$ cat config.mk
export PLATFORM = sky130hd
export DESIGN_NAME = alu_share_arbiter
export DESIGN_NICKNAME = d
export VERILOG_FILES = /design/src/rtl/alu_share_arbiter.sv
export SDC_FILE = /design/constraint.sdc
export NUM_CORES = 1
export LEC_CHECK = 0
export CAP_MARGIN = 25
export CORE_AREA = 10 10 124 126
export CTS_BUF_LIST = sky130_fd_sc_hd__clkbuf_8
export DETAILED_ROUTE_END_ITERATION = 7
export DIE_AREA = 0 0 134 136
export HOLD_SLACK_MARGIN = 0.12
export PLACE_DENSITY = 0.79
export SLEW_MARGIN = 5
export SYNTH_ARGS = -nofsm -noshare
export SYNTH_HDL_FRONTEND = slang
export SYNTH_SLANG_ARGS = --single-unit
$ cat constraint.sdc
create_clock -name clk -period 3.95 [get_ports clk]
set_input_delay 0.79 -clock clk [delete_from_list [all_inputs] [get_ports clk]]
set_output_delay 0.79 -clock clk [all_outputs]
set_load 0.05 [all_outputs]
$ cat src/rtl/alu_share_arbiter.sv
// Purpose: round-robin share of one combinational ALU between two requesters, each with a one-entry response slot.
// Latency: request accepted in cycle T, response valid in cycle T+1; one ALU issue per cycle in total.
// Backpressure: a requester with a full slot that is not being drained is not granted; the other may still issue.
module alu_share_arbiter #(
  parameter int DATA_W = 32,
  parameter int OP_W   = 4,
  parameter int FLAG_W = 4
) (
  input  logic              clk,
  input  logic              rst,
  input  logic              req0_valid,
  output logic              req0_ready,
  input  logic [DATA_W-1:0] req0_a,
  input  logic [DATA_W-1:0] req0_b,
  input  logic [OP_W-1:0]   req0_op,
  input  logic              req1_valid,
  output logic              req1_ready,
  input  logic [DATA_W-1:0] req1_a,
  input  logic [DATA_W-1:0] req1_b,
  input  logic [OP_W-1:0]   req1_op,
  output logic              rsp0_valid,
  input  logic              rsp0_ready,
  output logic [DATA_W-1:0] rsp0_result,
  output logic [FLAG_W-1:0] rsp0_flags,
  output logic              rsp1_valid,
  input  logic              rsp1_ready,
  output logic [DATA_W-1:0] rsp1_result,
  output logic [FLAG_W-1:0] rsp1_flags,
  output logic [DATA_W-1:0] alu_srcA,
  output logic [DATA_W-1:0] alu_srcB,
  output logic [OP_W-1:0]   alu_ctrl,
  input  logic [DATA_W-1:0] alu_result,
  input  logic [FLAG_W-1:0] alu_flags,
  output logic [15:0]       grant_count
);

  typedef struct packed {
    logic              vld;
    logic [DATA_W-1:0] result;
    logic [FLAG_W-1:0] flags;
  } slot_t;

  slot_t slot0, slot1;
  logic  last_grant;   // index of the most recent winner; 1 after reset so requester 0 wins the first tie
  logic  elig0, elig1;
  logic  grant0, grant1;

  // A slot being drained this cycle counts as free, so drain-and-reload is back-to-back.
  assign elig0 = req0_valid && (!slot0.vld || rsp0_ready);
  assign elig1 = req1_valid && (!slot1.vld || rsp1_ready);

  // Round-robin pick; nothing is granted while reset is held.
  always_comb begin
    grant0 = 1'b0;
    grant1 = 1'b0;
    if (!rst) begin
      if (elig0 && elig1) begin
        grant0 = last_grant;
        grant1 = !last_grant;
      end else begin
        grant0 = elig0;
        grant1 = elig1;
      end
    end
  end

  assign req0_ready = grant0;
  assign req1_ready = grant1;

  // Steer the winner's operands to the ALU; idle cycles drive zeros.
  always_comb begin
    alu_srcA = '0;
    alu_srcB = '0;
    alu_ctrl = '0;
    if (grant0) begin
      alu_srcA = req0_a;
      alu_srcB = req0_b;
      alu_ctrl = req0_op;
    end else if (grant1) begin
      alu_srcA = req1_a;
      alu_srcB = req1_b;
      alu_ctrl = req1_op;
    end
  end

  // Capture the ALU output into the winner's slot, retire drained slots, advance pointer and count.
  always_ff @(posedge clk) begin
    if (rst) begin
      slot0       <= '0;
      slot1       <= '0;
      last_grant  <= 1'b1;
      grant_count <= '0;
    end else begin
      if (grant0) begin
        slot0.vld    <= 1'b1;
        slot0.result <= alu_result;
        slot0.flags  <= alu_flags;
      end else if (rsp0_ready) begin
        slot0.vld <= 1'b0;
      end
      if (grant1) begin
        slot1.vld    <= 1'b1;
        slot1.result <= alu_result;
        slot1.flags  <= alu_flags;
      end else if (rsp1_ready) begin
        slot1.vld <= 1'b0;
      end
      if (grant0 || grant1) begin
        last_grant  <= grant1;
        grant_count <= grant_count + 16'd1;
      end
    end
  end

  assign rsp0_valid  = slot0.vld;
  assign rsp0_result = slot0.result;
  assign rsp0_flags  = slot0.flags;
  assign rsp1_valid  = slot1.vld;
  assign rsp1_result = slot1.result;
  assign rsp1_flags  = slot1.flags;

endmodule

Yosys cells after proc, flatten, opt, wreduce, memory -nomap -nowiden --
Cells that the tools add are included. Widths: inputs -> output; s select.
Operators by class: add/sub/neg operators 1, muxes and demuxes 14, reductions and logical operators 11
Operator list (number):
- $mux 32 | 4
- $add 16x1->16 const B | 1
- $mux 1 | 8
- $mux 4 | 2
- $reduce_bool 2->1 | 2
- $logic_and 1x1->1 | 3
- $logic_not 1->1 | 3
- $logic_or 1x1->1 | 3
Storage, ports and cells: register bits after elaboration 91, input bits 178, output and inout bits 160, logic and storage cells 34

Depth between registers and ports, before layout --
depth in word-level cells 8, depth in mapped cells 6, gate-level depth less buffers 5

Worst setup path before layout --
No wires, ideal clock.
kind input -> output, from input port rsp0_ready, to output port alu_srcA[0], arrival time 2.198 ns, data required time 3.160 ns, setup slack 0.962 ns, stages 5, path through nand2b_1 > a311oi_2 > buf_4 > buf_4 > a22o_1
On the way: cells in the longest elaborated chain, start to end 7, elaborated cells between the ends (all ways) 9
Ends and longest elaborated chain:
- from (decl) | line 22 | input logic rsp0_ready,
- $logic_or 1x1->1 (*) | line 49 | assign elig0 = req0_valid && (!slot0.vld || rsp0_ready);
- $logic_and 1x1->1 (*) | line 49
- $logic_and 1x1->1 | line 57 | if (elig0 && elig1) begin
- $mux 1 | line 57
- $mux 1 | line 56 | if (!rst) begin
- $mux 32 | line 79 | end else if (grant1) begin
- $mux 32 (*) | line 75 | if (grant0) begin
- to (decl) | line 29 | output logic [DATA_W-1:0] alu_srcA,
Every way passes the cells marked *; elsewhere a longest branch is shown, timed or not.

Worst setup path after layout --
from input port rsp0_ready, to output port alu_srcB[15]
On the way: cells in the longest elaborated chain, start to end 7, elaborated cells between the ends (all ways) 9
Ends and longest elaborated chain:
- $logic_or 1x1->1 (*) | line 49
- $logic_and 1x1->1 (*) | line 49
- $logic_and 1x1->1 | line 57
- $mux 1 | line 57
- $mux 1 | line 56
- $mux 32 | line 79
- $mux 32 (*) | line 75
- to (decl) | line 30 | output logic [DATA_W-1:0] alu_srcB,
Marked as above.

==> impl_metrics.csv <==
group,metric,value,unit
outcome,run_status,"finished clean",
sta,worst_slew_pin_slew,0.609,ns
clock_tree,cts_tree,"yes",
die,num_io_pins,338,
power,power_density,333,nW/um^2
worst_setup_path,end_kind,"output port",
yosys,synth-xor-area-share,0.215,%
clock_tree,clock-root-buffer,"clkbuf_8",
yosys,synth_area_per_cell,8.21,sq um
clock_tree,ctsResizeCount,0,
worst_setup_path,cp_cell_sequence,"clkdlybuf4s50_1 > nand2b_1 > a311oi_4 > buf_4 > a22o_1 > buf_12",
yosys,syn_nets,674,
power,leakage,3.17,nW
yosys,muxShareOfSynthArea,0.246,%
worst_setup_path,required,3.16,ns
drt,antenna_left,0,
drt,drt_iter0_drc,326,
clock_tree,cts-hold-fix-buffers,0,
sta,rsz0062_at_grt,"no",
placement,place_congestion,0.946,
clock_tree,numCtsBuffers,9,
clock_tree,clock_sinks,91,
global_routing,gr-total-overflow,0,
clock_tree,htreeDepth,3,
clock_tree,clockBufferDepth,2,
power,ir_worst_vdd,0.000149,V
die,coreArea,13000,sq um
drt,totalWireLength,21600,um
final_layout,syn_to_final_growth,108,%
yosys,synth-simple-area-share,18.9,%
yosys,yosysUniqueCellTypes,39,
yosys,synth_top_area_share,44.8,%
sta,skew,0.0129,ns
worst_setup_path,worst_ep_arrival_time,2.70,ns
clock_tree,clk_latency,0.36,ns
final_layout,layout_common_cells,"clkdlybuf4s50_1 (267), nand2_1 (150), dfxtp_1 (91), buf_12 (72), a22o_1 (68)",
die,start_util,31.3,%
worst_setup_path,path_buf_inv,3,
placement,dpl.hpwl,17800,um
global_routing,grt_pass1_wl,31500,um
worst_setup_path,slowest_stage,"clkdlybuf4s50_1",
drt,vias,5051,
yosys,synth_top_family_by_area,"compound AO/OA/AOI/OAI gates",
sta,max_freq,286,MHz
drt,dr.pass1.iters,4,
clock_tree,clk_pin_slew,0.08,ns
sta,final-max-slew-violation-count,0,
yosys,netlist_instances,495,
sta,setup_viol,0,
drt,met3_wirelength,1960,um
final_layout,layout_commonest_cell,"clkdlybuf4s50_1",
sta,hold_viol,0,
drt,wl_met2,11900,um
drt,remaining_drc_errors,0,
worst_setup_path,critPathLaunchType,"input pin",
yosys,synth_compound_area_share,30.2,%
yosys,yosysWarnings,0,
yosys,yosysTopAreaCell,"dfxtp_1",
yosys,ys_seq_area_share,44.8,%
worst_setup_path,cp_max_fo,37,
placement,pre_cts_ws,0.475,ns
global_routing,grt_max_degree,84,
clock_tree,post_cts_buffers,0,
drt,highest_layer,"met4",
sta,min_period,3.49,ns
drt,wl_per_cell,21.7,um
sta,setup_tns,0,ns
die,dieArea,18200,sq um
hold_path,hold_class,"reg -> reg",
worst_setup_path,crit_family,"buffers and inverters",
global_routing,grt_use_total,22.5,%
die,die_w,134,um
worst_setup_path,path_class,"in -> out",
yosys,synthTopCellsByArea,"dfxtp_1 (45%), a22o_1 (15%), nand2_1 (14%)",
yosys,synth_edf_count,0,
yosys,async_flop_share,0,%
die,core.rowCount,42,
global_routing,grt_pass1_vias,5166,
worst_setup_path,max_stage_delay,0.43,ns
yosys,synthFlopType,"dfxtp_1",
yosys,synth_fa_ha_area_share,0.308,%
drt,viasPerCell,5.07,
yosys,synth_seq_cells,91,
job,drv_cap,0,
global_routing,antenna_found_initial,3,
placement,port_buffers,337,
sta,post-route-worst-setup-slack,0.458,ns
sta,min_period_over_period,88.4,%
final_layout,nets,991,
final_layout,drive_above_1_share,12.0,%
yosys,syn-cell-area,4070,sq um
power,total_power,0.00282,W
sta,maxSlewHeadroom,59.3,%
drt,met1_length,7370,um
die,die_y,136,um
[cell families (layout without fill, tap and decap cells)]
family,Yosys count,count (layout)
buf+inv,44,365
xor+xnor,1,1
fa+ha+maj,1,1
compound gates,175,175
mux,1,1
other cells,0,4
simple gates,182,182
flops,91,91
[metrics by stage]
stage / hold slack [ns] / instance area [sq um] / utilization [%] / std cells
finish: 0.453 / 8470 / 65.2 / 996
global route: 0.471 / 8470 / 65.2 / 995
CTS: 0.458 / 8440 / 65.0 / 991
detailed placement: 0.442 / 8270 / 63.7 / 976
global placement: 0.435 / 8270 / 63.7 / 976
floorplan: 0.502 / 4070 / - / 495
[cell usage after synthesis, types with 2 or more instances]
| cell type | n |
|---|---|
| nand2b_1 | 4 |
| clkbuf_1 | 21 |
| or3_1 | 5 |
| o21ai_1 | 39 |
| o21a_1 | 3 |
| or4_1 | 3 |
| nand3_1 | 5 |
| o41ai_1 | 5 |
| dfxtp_1 | 91 |
| nand2_1 | 150 |
| nor2b_1 | 4 |
| a22o_1 | 68 |
| o311ai_0 | 5 |
| o31ai_1 | 3 |
| o21ai_0 | 37 |
| a21o_1 | 2 |
| buf_4 | 10 |
| inv_1 | 2 |
| nor2_1 | 2 |
| and4_1 | 2 |
| buf_2 | 10 |
| a21oi_1 | 7 |
[area by class of cell]
| type | instances | area [sq um] |
|---|---|---|
| Fill cell | 1064 | 4510 |
| Timing Repair Buffer | 347 | 4180 |
| Multi-Input combinational cell | 360 | 2050 |
| Sequential cell | 91 | 1820 |
| Tap cell | 176 | 220 |
| Clock buffer | 9 | 124 |
| Clock inverter | 6 | 52.6 |
| Inverter | 3 | 11.3 |
| Antenna cell | 4 | 10.0 |
[power by group]
| part | switching [W] | internal, W |
|---|---|---|
| sequential | 0.0000365 | 0.000980 |
| combinational | 0.000675 | 0.000535 |
| clock | 0.000315 | 0.000280 |
| total | 0.00103 | 0.00180 |
[per-layer routing]
layer | track usage (%) | vias up
met5 | 0 | -
met4 | 9.31 | 0
met3 | 9.08 | 22
met2 | 41.2 | 207
met1 | 22.1 | 2419
li1 | - | 2403
[final timing paths]
kind	startpoint	to	slack, ns	depth (start not counted)
worst max-delay path	rsp0_ready	alu_srcB[15]	0.46	6
worst min-delay path	rsp0_result[12]	rsp0_result[12]	0.45	2
worst max register to register	rsp0_valid	rsp1_result[10]	1.91	5
worst min register to register	rsp0_result[12]	rsp0_result[12]	0.45	2
[tightest hold or removal path: cells and delay by family (launching register included)]
family | cells | cell delay (ns)
DFF | 1 | 0.31
and+or+nand+nor | 1 | 0.05
AOI/OAI and AO/OA | 1 | 0.05
[sequential cells by signal, summed over array words and instances, names as in the netlist]
signal / count
grant_count: 16
last_grant: 1
rsp0_flags: 4
rsp0_result: 32
rsp0_valid: 1
rsp1_flags: 4
rsp1_result: 32
rsp1_valid: 1
No activity file was read; power rests on OpenSTA's default activity.
==> edit, RTL diff (config.mk and constraints unchanged) <==
The parameter `FLAG_W` goes from 4 to 6.
--- a/src/rtl/alu_share_arbiter.sv
+++ b/src/rtl/alu_share_arbiter.sv
@@ -6,3 +6,3 @@
   parameter int OP_W   = 4,
-  parameter int FLAG_W = 4
+  parameter int FLAG_W = 6
 ) (
Interface: changed (resized alu_flags, rsp0_flags and rsp1_flags); port bits go from 338 to 344. The function was not compared with the original's and may differ.
==> edit against the unedited design <==
Total power up 2.2%; register-to-register slack better by 0.10 ns; sequential cell count up 4; final cell count up 2.1%; clock skew down 0.0057 ns; wire length down 1.2%; design area up 2.6%; area after synthesis up 4.5%; non-clock buffer count up 6; worst setup slack better by 0.050 ns; highest routed layer unchanged.
==> edit: results (changes against the unedited design) <==
* Synth top cells by count: nand2_1 (158), dfxtp_1 (95), a22o_1 (68), o21ai_1 (55), o21ai_0 (25)
* Global-route total usage across every layer at 22.24% (-0.26 points)
* Share of layout cells above drive strength 1 at 12.08% (+0.072 points)
* DRT iter0 DRCs at 238 (-27%)
* Routed wire length at 21.35 mm (-1.2%)
* Drt pass-1 iters at 4 (unchanged)
* Avg Vias per Cell at 4.898 (-3.4%)
* Filler cells at 1043 (-2.0%)
* DP HPWL at 17.62 mm (-1.1%)
* Setup Fix Bufs, Post-CTS at 0 (unchanged)
* Post-synthesis compound-gate area fraction at 29.37% (-0.83 points)
* Yosys Warn Count at 0 (unchanged)
* Sw Share at 35.94% (-0.43 points)
* CP Max Fanout at 80 (+120%)
* Mapped Avg Cell Area at 8.264 µm² (+0.63%)
* Initial antenna violation count at 5 (+2)
* Post-synthesis mux area share at 0.2356% (-0.011 points)
* XOR/XNOR Fraction of Synth Area at 0.2062% (-0.0093 points)
* First-pass GRT wire length at 30.97 mm (-1.8%)
* Crit path DAT at 2.65 ns (-0.05 ns)
* Status: finished clean
* GP Congestion at 0.8899 (-5.9%)
* Area contributors post-synth: dfxtp_1 (45%), a22o_1 (14%), nand2_1 (14%)
* Leakage Power at 3.246 nW (+2.3%)
* Vias in the first global route at 4961 (-4.0%)
* Yosys cell types at 40 (+2.6%)
* Final Skew at 0.007250 ns (-0.005663 ns)
* Max VDD drop at 0.0001608 V (+7.6%)
* Routed wl met3 at 2.045 mm (+4.4%)
* Synth Net Count at 695 (+3.1%)
* Relative slew margins at 37.62% (-22 points)
* Highest metal used: met4
* Port Buffers at 343 (+1.8%)
* Final #Nets at 1015 (+2.4%)
* Post-Synth Adder-Cell Area at 0.2946% (-0.013 points)
* H-tree depth at 3 (unchanged)
* Sequential share of the synthesized area at 44.77% (about the same)
* M1 WL at 7.532 mm (+2.3%)
* DP Worst Slack at 0.5224 ns (+0.04756 ns)
* WL met2 at 11.38 mm (-4.0%)
* Placed inst area at 8512 µm² (+3.0%)
* Largest net degree at the start of global routing at 81 (-3.6%)
* Wire per inst at 20.99 µm (-3.3%)
==> edit: cell types whose count changed after synthesis, moves of 2 or more <==
cell,change
and4_1,-2
and4_4,+2
buf_2,+9
clkbuf_1,-7
dfxtp_1,+4
nand2_1,+8
o21ai_0,-12
o21ai_1,+16
==> edit: layout make-up <==
cell class	instances	area (µm²)	share of cell area (%)
clock inverters	4	42.54	0.4895
diodes	5	12.51	0.1440
well taps	176	220.2	2.534
repair buffers	353	4259	49.01
multi-input cells	372	2120	24.39
inverters	3	11.26	0.1296
flip-flops and latches	95	1902	21.88
clock buffers	9	123.9	1.425
==> edit: final timing paths <==
path / startpoint / end / slack, ns / cells past startpoint
min reg2reg: rsp1_result[2] / rsp1_result[2] / 0.45 / 2
min: rsp1_result[2] / rsp1_result[2] / 0.45 / 2
max reg2reg: rsp0_valid / grant_count[9] / 2.01 / 4
max: rsp1_ready / alu_ctrl[2] / 0.51 / 6
==> edit: kinds of logic after synthesis <==
family | after synthesis
simple gates | 190
flops | 95
fa+ha+maj | 1
xor+xnor | 1
mux | 1
buf+inv | 47
compound gates | 179
==> edit: worst reg2reg max path, delay by kind of cell, from the launching register on <==
family | cells | cell delay, ns
AOI/OAI and AO/OA | 3 | 1.13
DFF | 1 | 0.35
and+or+nand+nor | 1 | 0.34
==> edit: power groups by stage <==
stage | clock [mW] | combinational [mW] | sequential (mW)
3_5_place_dp | 0 | 1.24 | 1.08
5_1_grt | 0.647 | 1.28 | 1.07
6_report | 0.592 | 1.23 | 1.06
3_3_place_gp | 0 | 1.23 | 1.08
4_1_cts | 0.607 | 1.24 | 1.06
2_1_floorplan | 0 | 0.382 | 1.31
==> edit: per-layer routing <==
| layer | GRT usage (%) | up-vias |
|---|---|---|
| met2 | 39.18 | 197 |
| li1 | - | 2460 |
| met5 | 0 | - |
| met4 | 9.008 | 0 |
| met1 | 23.28 | 2305 |
| met3 | 8.819 | 19 |
